==> config.mk <==
export PLATFORM = sky130hd
export DESIGN_NAME = ram_program_loader
export DESIGN_NICKNAME = d
export VERILOG_FILES = /design/src/rtl/ram_program_loader.sv
export SDC_FILE = /design/constraint.sdc
export NUM_CORES = 1
export LEC_CHECK = 0
export CORE_MARGIN = 1
export CORE_UTILIZATION = 65
export CTS_BUF_LIST = sky130_fd_sc_hd__clkbuf_8
export CTS_CLUSTER_SIZE = 16
export DETAILED_ROUTE_END_ITERATION = 10
export GPL_TIMING_DRIVEN = 0
export PLACE_DENSITY_LB_ADDON = 0.05
export SETUP_SLACK_MARGIN = 0.1
export SLEW_MARGIN = 20
export SYNTH_ARGS = -nofsm -noshare
export SYNTH_HDL_FRONTEND = slang
export SYNTH_SLANG_ARGS = --single-unit
==> constraint.sdc <==
create_clock -name clk -period 4.93 [get_ports clk]
set_input_delay 0.493 -clock clk [delete_from_list [all_inputs] [get_ports clk]]
set_output_delay 0.493 -clock clk [all_outputs]
set_load 0.02 [all_outputs]
==> src/rtl/ram_program_loader.sv <==
// ram_program_loader
// Streams program bytes from a ready/valid source into a RAM through its
// manual-programming port, then optionally reads every programmed word back
// over the bus and compares it with a shadow copy of what was written.
//
// Ports
//   clk, rst_n            clock, asynchronous active-low reset
//   start                 one-cycle load request (honoured only when idle)
//   last_addr             final address to program, sampled on start
//   abort                 cancels a load in progress
//   rx_data/rx_valid      incoming program byte
//   rx_ready              byte accepted this cycle (only while waiting for a byte)
//   ram_manual_mode       RAM manual_mode
//   ram_manual_read       RAM manual_read, the write strobe
//   ram_write_to_bus      RAM write_to_bus, used by the verify pass
//   ram_address           RAM address
//   ram_program_switches  RAM write data
//   bus_in                bus value observed during verify
//   busy                  high whenever a load is in progress
//   done                  one-cycle completion pulse
//   verify_error          sticky read-back mismatch flag
//   error_addr            address of the first read-back mismatch
module ram_program_loader #(
    parameter int ADDR_W    = 4,
    parameter int DATA_W    = 8,
    parameter int VERIFY_EN = 1
) (
    input  logic              clk,
    input  logic              rst_n,
    input  logic              start,
    input  logic [ADDR_W-1:0] last_addr,
    input  logic              abort,
    input  logic [DATA_W-1:0] rx_data,
    input  logic              rx_valid,
    output logic              rx_ready,
    output logic              ram_manual_mode,
    output logic              ram_manual_read,
    output logic              ram_write_to_bus,
    output logic [ADDR_W-1:0] ram_address,
    output logic [DATA_W-1:0] ram_program_switches,
    input  logic [DATA_W-1:0] bus_in,
    output logic              busy,
    output logic              done,
    output logic              verify_error,
    output logic [ADDR_W-1:0] error_addr
);

    localparam int DEPTH = 2 ** ADDR_W;

    typedef enum logic [2:0] {
        IDLE,
        WAIT_BYTE,
        WRITE,
        VERIFY,
        DONE
    } state_t;

    state_t            state_q, state_d;
    logic [ADDR_W-1:0] addr_q, addr_d;
    logic [ADDR_W-1:0] last_addr_q, last_addr_d;
    logic [DATA_W-1:0] wdata_q, wdata_d;
    logic              verify_error_q, verify_error_d;
    logic [ADDR_W-1:0] error_addr_q, error_addr_d;
    logic              done_q, done_d;

    // Copy of every byte written, used as the reference during verify.
    logic [DATA_W-1:0] shadow_q [DEPTH];
    logic              shadow_we;

    // ------------------------------------------------------------------
    // State and datapath registers
    // ------------------------------------------------------------------
    always_ff @(posedge clk or negedge rst_n) begin
        if (!rst_n) begin
            state_q        <= IDLE;
            addr_q         <= '0;
            last_addr_q    <= '0;
            wdata_q        <= '0;
            verify_error_q <= 1'b0;
            error_addr_q   <= '0;
            done_q         <= 1'b0;
        end else begin
            state_q        <= state_d;
            addr_q         <= addr_d;
            last_addr_q    <= last_addr_d;
            wdata_q        <= wdata_d;
            verify_error_q <= verify_error_d;
            error_addr_q   <= error_addr_d;
            done_q         <= done_d;
        end
    end

    // Shadow storage carries no reset; it is always written before it is read.
    always_ff @(posedge clk) begin
        if (shadow_we) begin
            shadow_q[addr_q] <= rx_data;
        end
    end

    // ------------------------------------------------------------------
    // Next-state and output logic
    // ------------------------------------------------------------------
    always_comb begin
        state_d        = state_q;
        addr_d         = addr_q;
        last_addr_d    = last_addr_q;
        wdata_d        = wdata_q;
        verify_error_d = verify_error_q;
        error_addr_d   = error_addr_q;
        done_d         = 1'b0;
        shadow_we      = 1'b0;

        rx_ready             = 1'b0;
        ram_manual_mode      = 1'b0;
        ram_manual_read      = 1'b0;
        ram_write_to_bus     = 1'b0;
        ram_address          = '0;
        ram_program_switches = '0;

        unique case (state_q)
            IDLE: begin
                if (start) begin
                    last_addr_d    = last_addr;
                    addr_d         = '0;
                    verify_error_d = 1'b0;
                    error_addr_d   = '0;
                    state_d        = WAIT_BYTE;
                end
            end

            WAIT_BYTE: begin
                rx_ready             = 1'b1;
                ram_manual_mode      = 1'b1;
                ram_address          = addr_q;
                ram_program_switches = wdata_q;
                // Abort wins over a simultaneous handshake; that byte is dropped.
                if (abort) begin
                    state_d = IDLE;
                end else if (rx_valid) begin
                    wdata_d   = rx_data;
                    shadow_we = 1'b1;
                    state_d   = WRITE;
                end
            end

            WRITE: begin
                ram_manual_mode      = 1'b1;
                ram_manual_read      = 1'b1;
                ram_address          = addr_q;
                ram_program_switches = wdata_q;
                if (abort) begin
                    state_d = IDLE;
                end else if (addr_q == last_addr_q) begin
                    addr_d  = '0;
                    state_d = (VERIFY_EN != 0) ? VERIFY : DONE;
                end else begin
                    addr_d  = addr_q + 1'b1;
                    state_d = WAIT_BYTE;
                end
            end

            VERIFY: begin
                ram_write_to_bus = 1'b1;
                ram_address      = addr_q;
                if (abort) begin
                    state_d = IDLE;
                end else begin
                    // Only the first mismatch records its address.
                    if ((bus_in != shadow_q[addr_q]) && !verify_error_q) begin
                        verify_error_d = 1'b1;
                        error_addr_d   = addr_q;
                    end
                    if (addr_q == last_addr_q) begin
                        addr_d  = '0;
                        state_d = DONE;
                    end else begin
                        addr_d = addr_q + 1'b1;
                    end
                end
            end

            DONE: begin
                // done is registered, so the pulse appears on the cycle
                // after DONE, while the FSM is already back in IDLE.
                done_d  = !abort;
                state_d = IDLE;
            end

            default: begin
                state_d = IDLE;
            end
        endcase
    end

    assign busy         = (state_q != IDLE);
    assign done         = done_q;
    assign verify_error = verify_error_q;
    assign error_addr   = error_addr_q;

endmodule

==> impl_metrics.yaml <==
finish:
  fill_cells: 602
  n_antenna_cell: 0
  syn_to_final_growth_pct: 15.79
  drive_above_1_share_pct: 17.99
  nets: 485
cts:
  post_cts_buffers: 0
  cts_max_level: 4
  cts_tree: "built"
  cts-hold-fix-buffers: 0
  clk_latency_ns: 0.44
  cts.sinks: 153
  clockBufferDepth: 2
  numCtsBuffers: 17
  path_clk_slew_ns: 0.07
  post_cts_resized: 0
  root_buffer: "clkbuf_8"
setup_path:
  path_delay_family: "buffers and inverters"
  cp_slowest_cell: "clkdlybuf4s50_1"
  critPathKind: "register to output port"
  worst-path-buf-inv: 3
  crit_fanout: 10
  worst_setup_path_end_kind: "output port"
  start_kind: "register"
  crit_chain: "clkbuf_1 -> or3b_2 -> inv_1 -> nor2_1 -> nor2b_1 -> clkdlybuf4s50_1"
  arrival_ns: 2.55
  crit_required_ns: 4.44
  max_stage_delay_ns: 0.61
detailed_routing:
  wirelength_mm: 13.37
  vias: 3666
  avgRoutedWirePerCell_um: 22.28
  drt-initial-drc-count: 279
  ant_nets: 0
  post-route-drc-count: 0
  drt_first_pass_iters: 5
  avgViaCountPerCell: 6.110
yosys:
  ys_warn_count: 0
  async_flop_share_pct: 16.34
  netlist_instances: 390
  synth_flop_cell: "edfxtp_1"
  synth_top_cell_area_share_pct: 59.15
  synth_top_area_cell: "edfxtp_1"
  synth_common_cells: "128 x edfxtp_1, 33 x mux2i_1, 25 x dfrtp_1"
  ys_ff_latch: 153
  synth.cell_area_um2: 6499
  yosysSeqAreaShare_pct: 68.77
  syn-num-nets: 419
  synth_most_common_cell: "edfxtp_1"
  synth.avg_cell_area_um2: 16.66
  ys_types: 47
  synth_edf_count: 128
  synth_area_leaders: "edfxtp_1 59%, dfrtp_1 9.6%, mux2i_1 5.1%"
global_routing:
  grt_remaining_overflow: 0
  grt_usage_pct: 28.10
  grt_first_pass_wirelength_mm: 20.15
  grt_antenna_before_repair: 0
  grt_max_degree: 26
  grt_pass1_vias: 3695
hold_path:
  hold_class: "input pin to async pin"
sta:
  final-hold-violation-count: 0
  fmax_mhz: 328.3
  rsz0062_at_grt: "false"
  worst-slew-pin-transition_ns: 0.9622
  tns_ns: 0
  period_share_pct: 61.78
  fin_crit_ns: 3.046
  finalMaxSlewViolations: 0
  fin_skew_ns: 0.009699
  relSlewSlack_pct: 35.61
  setup_viol: 0
  whs_ns: 0.03818
floorplanning:
  num_io_pins: 48
  rows: 36
  die_width_um: 102.0
  dieArea_um2: 10400
  initial_core_util_pct: 66.80
  core_area_um2: 9729
  dieHeight_um: 102.0
power_and_ir_drop:
  finalPower_mw: 3.458
  p_leak_nw: 2.628
  pwr_density_cell_nw_per_um2: 459.5
  irDropWorstVdd_mv: 0.3089
placed_design:
  portBuffers: 46
  dpl.hpwl_mm: 8.788
  gp_congestion: 0.8798
status:
  status: "finished clean"
run:
  cap_violations: 0
-- placed cells by master (no fill, tap or decap), drive strengths merged, types with 4 or more instances in the layout --
cell type	n
dfrtp	25
nor2	15
and2	11
xor2	11
a21oi	4
nor3	10
a22o	4
a221oi	5
clkbuf	24
nor2b	13
mux2i	33
mux4	18
buf	13
inv	11
mux2	21
nand2	17
ha	4
clkinv	6
o21ai	5
clkdlybuf4s50	45
and3	7
xnor2	5
edfxtp	128
-- cell families (layout without fill, tap and decap cells) --
logic type	Yosys count	after routing	share of synthesized area, %
fa+ha+maj	4	4	0.7702
compound gates	34	34	3.870
flops	153	153	68.77
simple gates	83	83	6.835
xor+xnor	16	16	2.272
buf+inv	28	105	2.233
mux	72	72	15.25
-- through the flow --
stage / setup WS (ns) / util, % / instances / cell area [um^2]
floorplan: 2.437 / - / 390 / 6499
global route: 1.724 / 77.34 / 600 / 7525
detailed placement: 2.074 / 73.37 / 570 / 7138
global placement: 1.691 / 73.24 / 569 / 7126
finish: 1.884 / 77.34 / 600 / 7525
CTS: 1.850 / 77.39 / 600 / 7530
-- path summary, 6_finish.rpt --
path                            start                      end  slack [ns]  depth (start not counted)
setup / recovery           state_q[2]  ram_program_switches[5]        1.88                          6
hold / removal                  rst_n               wdata_q[2]        0.04                          1
hold reg to reg            wdata_q[1]               wdata_q[1]        0.50                          1
max in group asynchronous       rst_n           last_addr_q[3]        4.52                          1
setup reg to reg            addr_q[3]            error_addr[2]        2.01                         10
min in group clk                abort               state_q[1]        0.44                          2
-- layout make-up --
cell class | instances | area, um^2 | area share (%)
Timing Repair Buffer | 47 | 462.9 | 6.152
Sequential cell | 153 | 4469 | 59.39
Inverter | 10 | 37.54 | 0.4988
Tap cell | 133 | 166.4 | 2.212
Buffer | 18 | 107.6 | 1.430
Clock inverter | 13 | 157.7 | 2.095
Multi-Input combinational cell | 209 | 1889 | 25.11
Clock buffer | 17 | 234.0 | 3.109
-- sequential cells by signal, indices dropped and copies added, names as in the netlist --
name	flops
last_addr_q	4
addr_q	4
verify_error	1
done	1
error_addr	4
shadow_q	128
state_q	3
wdata_q	8
-- layer usage --
| layer | wire [um] | up-vias | global-route usage [%] |
|---|---|---|---|
| li1 | - | 1636 | - |
| met1 | 5251 | 1830 | 35.19 |
| met2 | 6941 | 163 | 47.19 |
| met3 | 842 | 37 | 6.019 |
| met4 | 334 | 0 | 13.41 |
| met5 | 0 | - | 0 |
-- power by group --
part	total [mW]	switching, mW	leakage, nW	internal (mW)
sequential	1.53	0.0467	1.47	1.49
combinational	0.991	0.515	0.963	0.476
clock	0.933	0.441	0.194	0.491
total	3.46	1.00	2.63	2.45
Note: power is estimated with default switching activity, not from simulation.
